**src/rtl/sb_tx_arbiter_if.sv**
```systemverilog
// ============================================================================
// sb_tx_arbiter_if : requester/serializer bundle for the sideband TX arbiter
// Rev 1.0
// ============================================================================
`default_nettype none

interface sb_tx_arbiter_if #(
    parameter int NUM_REQ = 4
);
    localparam int c_OW = $clog2(NUM_REQ);

    logic                   enable_i;
    logic [NUM_REQ-1:0]     req_i;
    logic [64*NUM_REQ-1:0]  msg_i;
    logic [NUM_REQ-1:0]     gnt_o;
    logic [NUM_REQ-1:0]     done_o;
    logic                   timeout_o;
    logic [c_OW-1:0]        owner_o;
    logic                   busy_o;
    logic [63:0]            tx_data_o;
    logic                   tx_valid_o;
    logic                   tx_ready_i;
    logic                   tx_done_i;

    modport slave (
        input  enable_i, req_i, msg_i, tx_ready_i, tx_done_i,
        output gnt_o, done_o, timeout_o, owner_o, busy_o, tx_data_o, tx_valid_o
    );

    modport master (
        output enable_i, req_i, msg_i, tx_ready_i, tx_done_i,
        input  gnt_o, done_o, timeout_o, owner_o, busy_o, tx_data_o, tx_valid_o
    );
endinterface

`default_nettype wire

```
**src/rtl/sb_tx_arbiter.sv**
```systemverilog
// ============================================================================
// sb_tx_arbiter : round-robin arbiter sharing one sideband serializer
// Rev 1.0
// ============================================================================
`default_nettype none

module sb_tx_arbiter #(
    parameter int NUM_REQ        = 4,
    parameter int GAP_CYCLES     = 4,
    parameter int TIMEOUT_CYCLES = 256
) (
    input  wire logic       clk_100MHz,
    input  wire logic       reset,
    sb_tx_arbiter_if.slave  bus
);
    localparam int c_OW = $clog2(NUM_REQ);
    localparam int c_TW = $clog2(TIMEOUT_CYCLES);
    localparam int c_GW = (GAP_CYCLES > 1) ? $clog2(GAP_CYCLES + 1) : 1;

    localparam logic [c_OW-1:0]    c_OWNER_RST = c_OW'(NUM_REQ - 1);
    localparam logic [c_TW-1:0]    c_TO_LAST   = c_TW'(TIMEOUT_CYCLES - 1);
    localparam logic [c_GW-1:0]    c_GAP_LOAD  = c_GW'(GAP_CYCLES);
    localparam logic [c_GW-1:0]    c_GAP_ONE   = c_GW'(1);
    localparam logic [NUM_REQ-1:0] c_REQ_ONE   = {{(NUM_REQ-1){1'b0}}, 1'b1};

    typedef enum logic [1:0] {
        IDLE      = 2'd0,
        SEND      = 2'd1,
        WAIT_DONE = 2'd2,
        GAP       = 2'd3
    } state_t;

    state_t             state_q, state_d;
    logic [c_OW-1:0]    owner_q, owner_d;
    logic [63:0]        data_q, data_d;
    logic [NUM_REQ-1:0] gnt_q, gnt_d;
    logic [NUM_REQ-1:0] done_q, done_d;
    logic               timeout_q, timeout_d;
    logic [c_TW-1:0]    tcnt_q, tcnt_d;
    logic [c_GW-1:0]    gcnt_q, gcnt_d;

    logic [63:0]        w_msgs [NUM_REQ];
    logic               w_found;
    logic [c_OW-1:0]    w_winner;
    logic               w_end;

    for (genvar k = 0; k < NUM_REQ; k++) begin : g_msg
        assign w_msgs[k] = bus.msg_i[64*k +: 64];
    end

    // Round-robin: first requester at or after owner+1, wrapping.
    always_comb begin : p_select
        logic [c_OW-1:0] idx;
        idx      = '0;
        w_found  = 1'b0;
        w_winner = owner_q;
        for (int i = 1; i <= NUM_REQ; i++) begin
            idx = c_OW'((int'(owner_q) + i) % NUM_REQ);
            if (!w_found && bus.req_i[idx]) begin
                w_found  = 1'b1;
                w_winner = idx;
            end
        end
    end

    always_comb begin : p_next
        state_d   = state_q;
        owner_d   = owner_q;
        data_d    = data_q;
        gnt_d     = '0;
        done_d    = '0;
        timeout_d = 1'b0;
        tcnt_d    = tcnt_q;
        gcnt_d    = gcnt_q;
        w_end     = 1'b0;
        case (state_q)
            IDLE: begin
                if (bus.enable_i && w_found) begin
                    state_d = SEND;
                    owner_d = w_winner;
                    data_d  = w_msgs[w_winner];
                    gnt_d   = c_REQ_ONE << w_winner;
                    tcnt_d  = '0;
                end
            end
            SEND: begin
                tcnt_d = tcnt_q + 1'b1;
                if (tcnt_q == c_TO_LAST) begin
                    timeout_d = 1'b1;
                    w_end     = 1'b1;
                end else if (bus.tx_ready_i) begin
                    state_d = WAIT_DONE;
                end
            end
            WAIT_DONE: begin
                tcnt_d = tcnt_q + 1'b1;
                // A completion arriving on the expiry cycle beats the timeout.
                if (bus.tx_done_i) begin
                    done_d = c_REQ_ONE << owner_q;
                    w_end  = 1'b1;
                end else if (tcnt_q == c_TO_LAST) begin
                    timeout_d = 1'b1;
                    w_end     = 1'b1;
                end
            end
            GAP: begin
                if (gcnt_q <= c_GAP_ONE) begin
                    state_d = IDLE;
                end else begin
                    gcnt_d = gcnt_q - 1'b1;
                end
            end
            default: state_d = IDLE;
        endcase
        if (w_end) begin
            if (GAP_CYCLES == 0) begin
                state_d = IDLE;
            end else begin
                state_d = GAP;
                gcnt_d  = c_GAP_LOAD;
            end
        end
    end

    always_ff @(posedge clk_100MHz) begin
        if (reset) begin
            state_q   <= IDLE;
            owner_q   <= c_OWNER_RST;
            data_q    <= '0;
            gnt_q     <= '0;
            done_q    <= '0;
            timeout_q <= 1'b0;
            tcnt_q    <= '0;
            gcnt_q    <= '0;
        end else begin
            state_q   <= state_d;
            owner_q   <= owner_d;
            data_q    <= data_d;
            gnt_q     <= gnt_d;
            done_q    <= done_d;
            timeout_q <= timeout_d;
            tcnt_q    <= tcnt_d;
            gcnt_q    <= gcnt_d;
        end
    end

    assign bus.gnt_o      = gnt_q;
    assign bus.done_o     = done_q;
    assign bus.timeout_o  = timeout_q;
    assign bus.owner_o    = owner_q;
    assign bus.busy_o     = (state_q != IDLE);
    assign bus.tx_data_o  = data_q;
    assign bus.tx_valid_o = (state_q == SEND);

endmodule

`default_nettype wire

```
**src/flat_wrapper.sv**
```systemverilog
// flat-port wrapper written by rule: the top's interface ports become plain ports
module sb_tx_arbiter_flat 
#(
    parameter int NUM_REQ        = 4,
    parameter int GAP_CYCLES     = 4,
    parameter int TIMEOUT_CYCLES = 256
)
  (clk_100MHz, reset, bus_enable_i, bus_req_i, bus_msg_i, bus_tx_ready_i, bus_tx_done_i, bus_gnt_o, bus_done_o, bus_timeout_o, bus_owner_o, bus_busy_o, bus_tx_data_o, bus_tx_valid_o);
  sb_tx_arbiter_if #(.NUM_REQ(NUM_REQ)) bus_i ();
  input  wire logic clk_100MHz;
  input  wire logic reset;
  input wire logic [$bits(bus_i.enable_i)-1:0] bus_enable_i;
  input wire logic [$bits(bus_i.req_i)-1:0] bus_req_i;
  input wire logic [$bits(bus_i.msg_i)-1:0] bus_msg_i;
  input wire logic [$bits(bus_i.tx_ready_i)-1:0] bus_tx_ready_i;
  input wire logic [$bits(bus_i.tx_done_i)-1:0] bus_tx_done_i;
  output wire logic [$bits(bus_i.gnt_o)-1:0] bus_gnt_o;
  output wire logic [$bits(bus_i.done_o)-1:0] bus_done_o;
  output wire logic [$bits(bus_i.timeout_o)-1:0] bus_timeout_o;
  output wire logic [$bits(bus_i.owner_o)-1:0] bus_owner_o;
  output wire logic [$bits(bus_i.busy_o)-1:0] bus_busy_o;
  output wire logic [$bits(bus_i.tx_data_o)-1:0] bus_tx_data_o;
  output wire logic [$bits(bus_i.tx_valid_o)-1:0] bus_tx_valid_o;
  assign bus_i.enable_i = bus_enable_i;
  assign bus_i.req_i = bus_req_i;
  assign bus_i.msg_i = bus_msg_i;
  assign bus_i.tx_ready_i = bus_tx_ready_i;
  assign bus_i.tx_done_i = bus_tx_done_i;
  assign bus_gnt_o = bus_i.gnt_o;
  assign bus_done_o = bus_i.done_o;
  assign bus_timeout_o = bus_i.timeout_o;
  assign bus_owner_o = bus_i.owner_o;
  assign bus_busy_o = bus_i.busy_o;
  assign bus_tx_data_o = bus_i.tx_data_o;
  assign bus_tx_valid_o = bus_i.tx_valid_o;
  sb_tx_arbiter #(.NUM_REQ(NUM_REQ), .GAP_CYCLES(GAP_CYCLES), .TIMEOUT_CYCLES(TIMEOUT_CYCLES)) u_core (.clk_100MHz(clk_100MHz), .reset(reset), .bus(bus_i));
endmodule
```
**config.mk**
```make
export PLATFORM = sky130hd
export DESIGN_NAME = sb_tx_arbiter_flat
export DESIGN_NICKNAME = d
export VERILOG_FILES = /design/src/rtl/sb_tx_arbiter_if.sv /design/src/rtl/sb_tx_arbiter.sv /design/src/flat_wrapper.sv
export SDC_FILE = /design/constraint.sdc
export NUM_CORES = 1
export LEC_CHECK = 0
export BUFFER_PORTS_ARGS = -buffer_cell sky130_fd_sc_hd__buf_4
export CAP_MARGIN = 20
export CORE_AREA = 2 2 132 134
export DETAILED_ROUTE_END_ITERATION = 6
export DIE_AREA = 0 0 134 136
export PLACE_DENSITY = 0.64
export SLEW_MARGIN = 20
export SYNTH_ARGS = -nofsm -noshare
export SYNTH_HDL_FRONTEND = slang
export SYNTH_SLANG_ARGS = --single-unit
export TNS_END_PERCENT = 10
```
**constraint.sdc**
```tcl
create_clock -name clk_100MHz -period 4.09 [get_ports clk_100MHz]
set_input_delay 0.2045 -clock clk_100MHz [delete_from_list [all_inputs] [get_ports clk_100MHz]]
set_output_delay 0.2045 -clock clk_100MHz [all_outputs]
set_load 0.01 [all_outputs]
```
==> out/metrics.cfg <==
[status]
status = finished, final reports clean

[clock_network]
cts_htree_levels = 3
cts_resized = 0
clk_latency_ps = 350
path_clk_slew_ps = 60
cts_tree = yes
root_buffer = clkbuf_16
clk_path_buf_depth = 2
cts_hold_buf = 0
cts.sinks = 88
cts_buffers = 9
cts_setup_buffers = 0

[critical_path]
rrSetupSlack_ps = 1330
r2r_cells = 8
cp_data_required_time_ps = 4380
r2r_end = u_core.bus.tx_data_o[37]
slowest_delay_ps = 590
cpMaxStageDelayCell = nand3_2
cp_cell_sequence = inv_1, ha_1, inv_1, nor3b_2, nand3_2, buf_12, a21oi_1, a221o_1
crit_type = register to register
endpoint_kind = register
critPathLaunch = u_core.state_q[0]
start_kind = register
cpMostUsedCell = inv_1
crit_fanout = 37
rr_startpoint = u_core.state_q[0]
cp_data_arrival_time_ps = 3040

[hold_path]
worstHoldPathType = input pin to register
hold_depth = 3
min-delay-start = bus_msg_i[17]
min_to = u_core.bus.tx_data_o[17]

[drt]
viasPerCell = 5.61
drt_wl_total_um = 22600
ant_nets = 0
drtIter0Drc = 481
via_count = 6248
drcViolationCount = 0
first_pass_iters = 6
post_drt_wl_per_cell_um = 20.2

[final_layout]
final-seq-area_um2 = 1760
drive_above_1_share_pct = 44.8
diodes = 0
instances_no_fill = 1114
fillCellCount = 1618
multiInputGateArea_um2 = 3320
utilization_pct = 49.8
syn_to_final_growth_pct = 54.3
final_nets = 1156

[logic_synthesis]
ys.flop_type = dfxtp_1
synth_most_common_cell = dfxtp_1
netlist_instances = 594
async_flop_share_pct = 0
synth_common_cells = dfxtp_1 (88), a21oi_1 (67), nand4_1 (57)
synth_edf_count = 0
syn-cell-area_um2 = 5450
synth.largest_area_cell = dfxtp_1
synth_warnings = 0
ys_top_cells_by_area = dfxtp_1 (32%), a221o_1 (10%), mux2_1 (7.8%)
yosysUniqueCellTypes = 48
synth_top_area_share_pct = 32.3
ys_seq_elements = 88
syn-num-nets = 866
avgSynthCellArea_um2 = 9.18
ys_seq_area_share_pct = 32.3

[pwr]
vdd_drop_max_mv = 0.263
leakage_uw = 0.00382
power_density_nw_per_um2 = 474

[job]
max_cap_violations = 0

[floorplanning]
die_area_um2 = 18200
start_util_pct = 32.3
io_pins = 342
rows = 48
dieHeight_um = 136
die_w_um = 134
core_area_um2 = 16900

[sta]
fin_setup_tns_ps = 0
slew_violations = 0
period_needed_ps = 2760
tightest_slew_ps = 965
rsz0062_at_grt = false
final_hold_viol_count = 0
min_period_over_period_pct = 67.4
max_slew_margin_pct = 35.5
finClkSkew_ps = 6.00
fmax_mhz = 363
finalSetupViolCount = 0
setup_slack_ps = 1330

[global_route]
grt_max_degree = 74
antenna_found_initial = 0
grt.total_usage_pct = 23.3
grt_pass1_vias = 5973
grt_overflow = 0
grt_pass1_wl_um = 33500

[placed_design]
dp_hpwl_um = 16000
finalWeightedCongestion = 0.828
dp_slack_ps = 1430
numPortBuffers = 341
placed_cells = 1098

where the power goes:
part | switching [µW] | leakage [µW] | internal (µW)
Combinational | 960 | 0.00293 | 875
Clock | 364 | 0.000163 | 587
Sequential | 135 | 0.000720 | 1060
Total | 1460 | 0.00382 | 2530
through the flow:
stage	area [µm²]	hold slack, ps	total power [µW]
floorplan	5450	344	2270
global placement	8080	431	3050
detailed placement	8080	435	3050
CTS	8410	69.9	4010
global route	8410	81.8	4200
finish	8410	82.3	3980
kinds of logic (layout without fill, tap and decap cells):
kind of cell / count (synthesis) / in the layout / share of synthesized area, %
compound gates: 218 / 218 / 29.9
simple gates: 129 / 129 / 13.6
flops: 88 / 88 / 32.3
buf+inv: 81 / 376 / 7.73
mux: 65 / 65 / 13.9
fa+ha+maj: 7 / 7 / 1.61
xor+xnor: 6 / 6 / 0.964
sequential cells by signal, summed over array words and instances (netlist names):
register and count:
u_core.tcnt_q 8, u_core.state_q 2, u_core.bus.tx_data_o 64, u_core.gcnt_q 3
u_core.bus.owner_o 2, u_core.bus.done_o 4, u_core.bus.timeout_o 1, u_core.bus.gnt_o 4
layout by cell type (no fill, tap or decap), drive strengths merged, types with 3 or more instances in the layout:
cell	n
inv	8
clkbuf	14
nor2b	3
o21ai	6
dfxtp	88
nor3	6
o31ai	56
xnor2	5
nand2	11
nand4	57
nand2b	4
a32oi	7
nand3	14
nor2	16
buf	352
o221ai	8
ha	7
and3	6
a21oi	68
mux2i	9
mux2	56
a221o	56
worst max-delay path by stage:
| stage | depth (start not counted) | slack (ps) | to |
|---|---|---|---|
| CTS | 8 | 1330 | u_core.bus.tx_data_o[37] |
| global placement | 8 | 1470 | u_core.bus.tx_data_o[43] |
| detailed placement | 8 | 1430 | u_core.bus.tx_data_o[37] |
| floorplan | 8 | 2090 | u_core.bus.tx_data_o[32] |
| finish | 8 | 1330 | u_core.bus.tx_data_o[37] |
| global route | 8 | 1140 | u_core.bus.tx_data_o[51] |
per-layer routing:
metal  global-route usage [%]  vias to the layer above  part of all wire, %
li1                         -                     2956                    -
met5                        0                        -                    0
met1                     29.1                     2922                   40
met4                     7.09                        0                  1.7
met3                     5.44                       26                  9.2
met2                     39.8                      344                   49
final cells by class:
cell class,count,area share [%]
Clock buffer,14,3.26
Multi-Input combinational cell,425,39.5
Inverter,8,0.357
Tap cell,225,3.35
Timing Repair Buffer,352,31.9
Sequential cell,88,20.9
Clock inverter,2,0.714
critical path, delay by kind of cell (launching register included):
family | cells | cell delay [ps]
and+or+nand+nor | 2 | 950
buffers and inverters | 3 | 660
adders and majority gates | 1 | 440
DFF | 1 | 340
AOI/OAI and AO/OA | 2 | 290
Power figures use the tool's default switching activity.
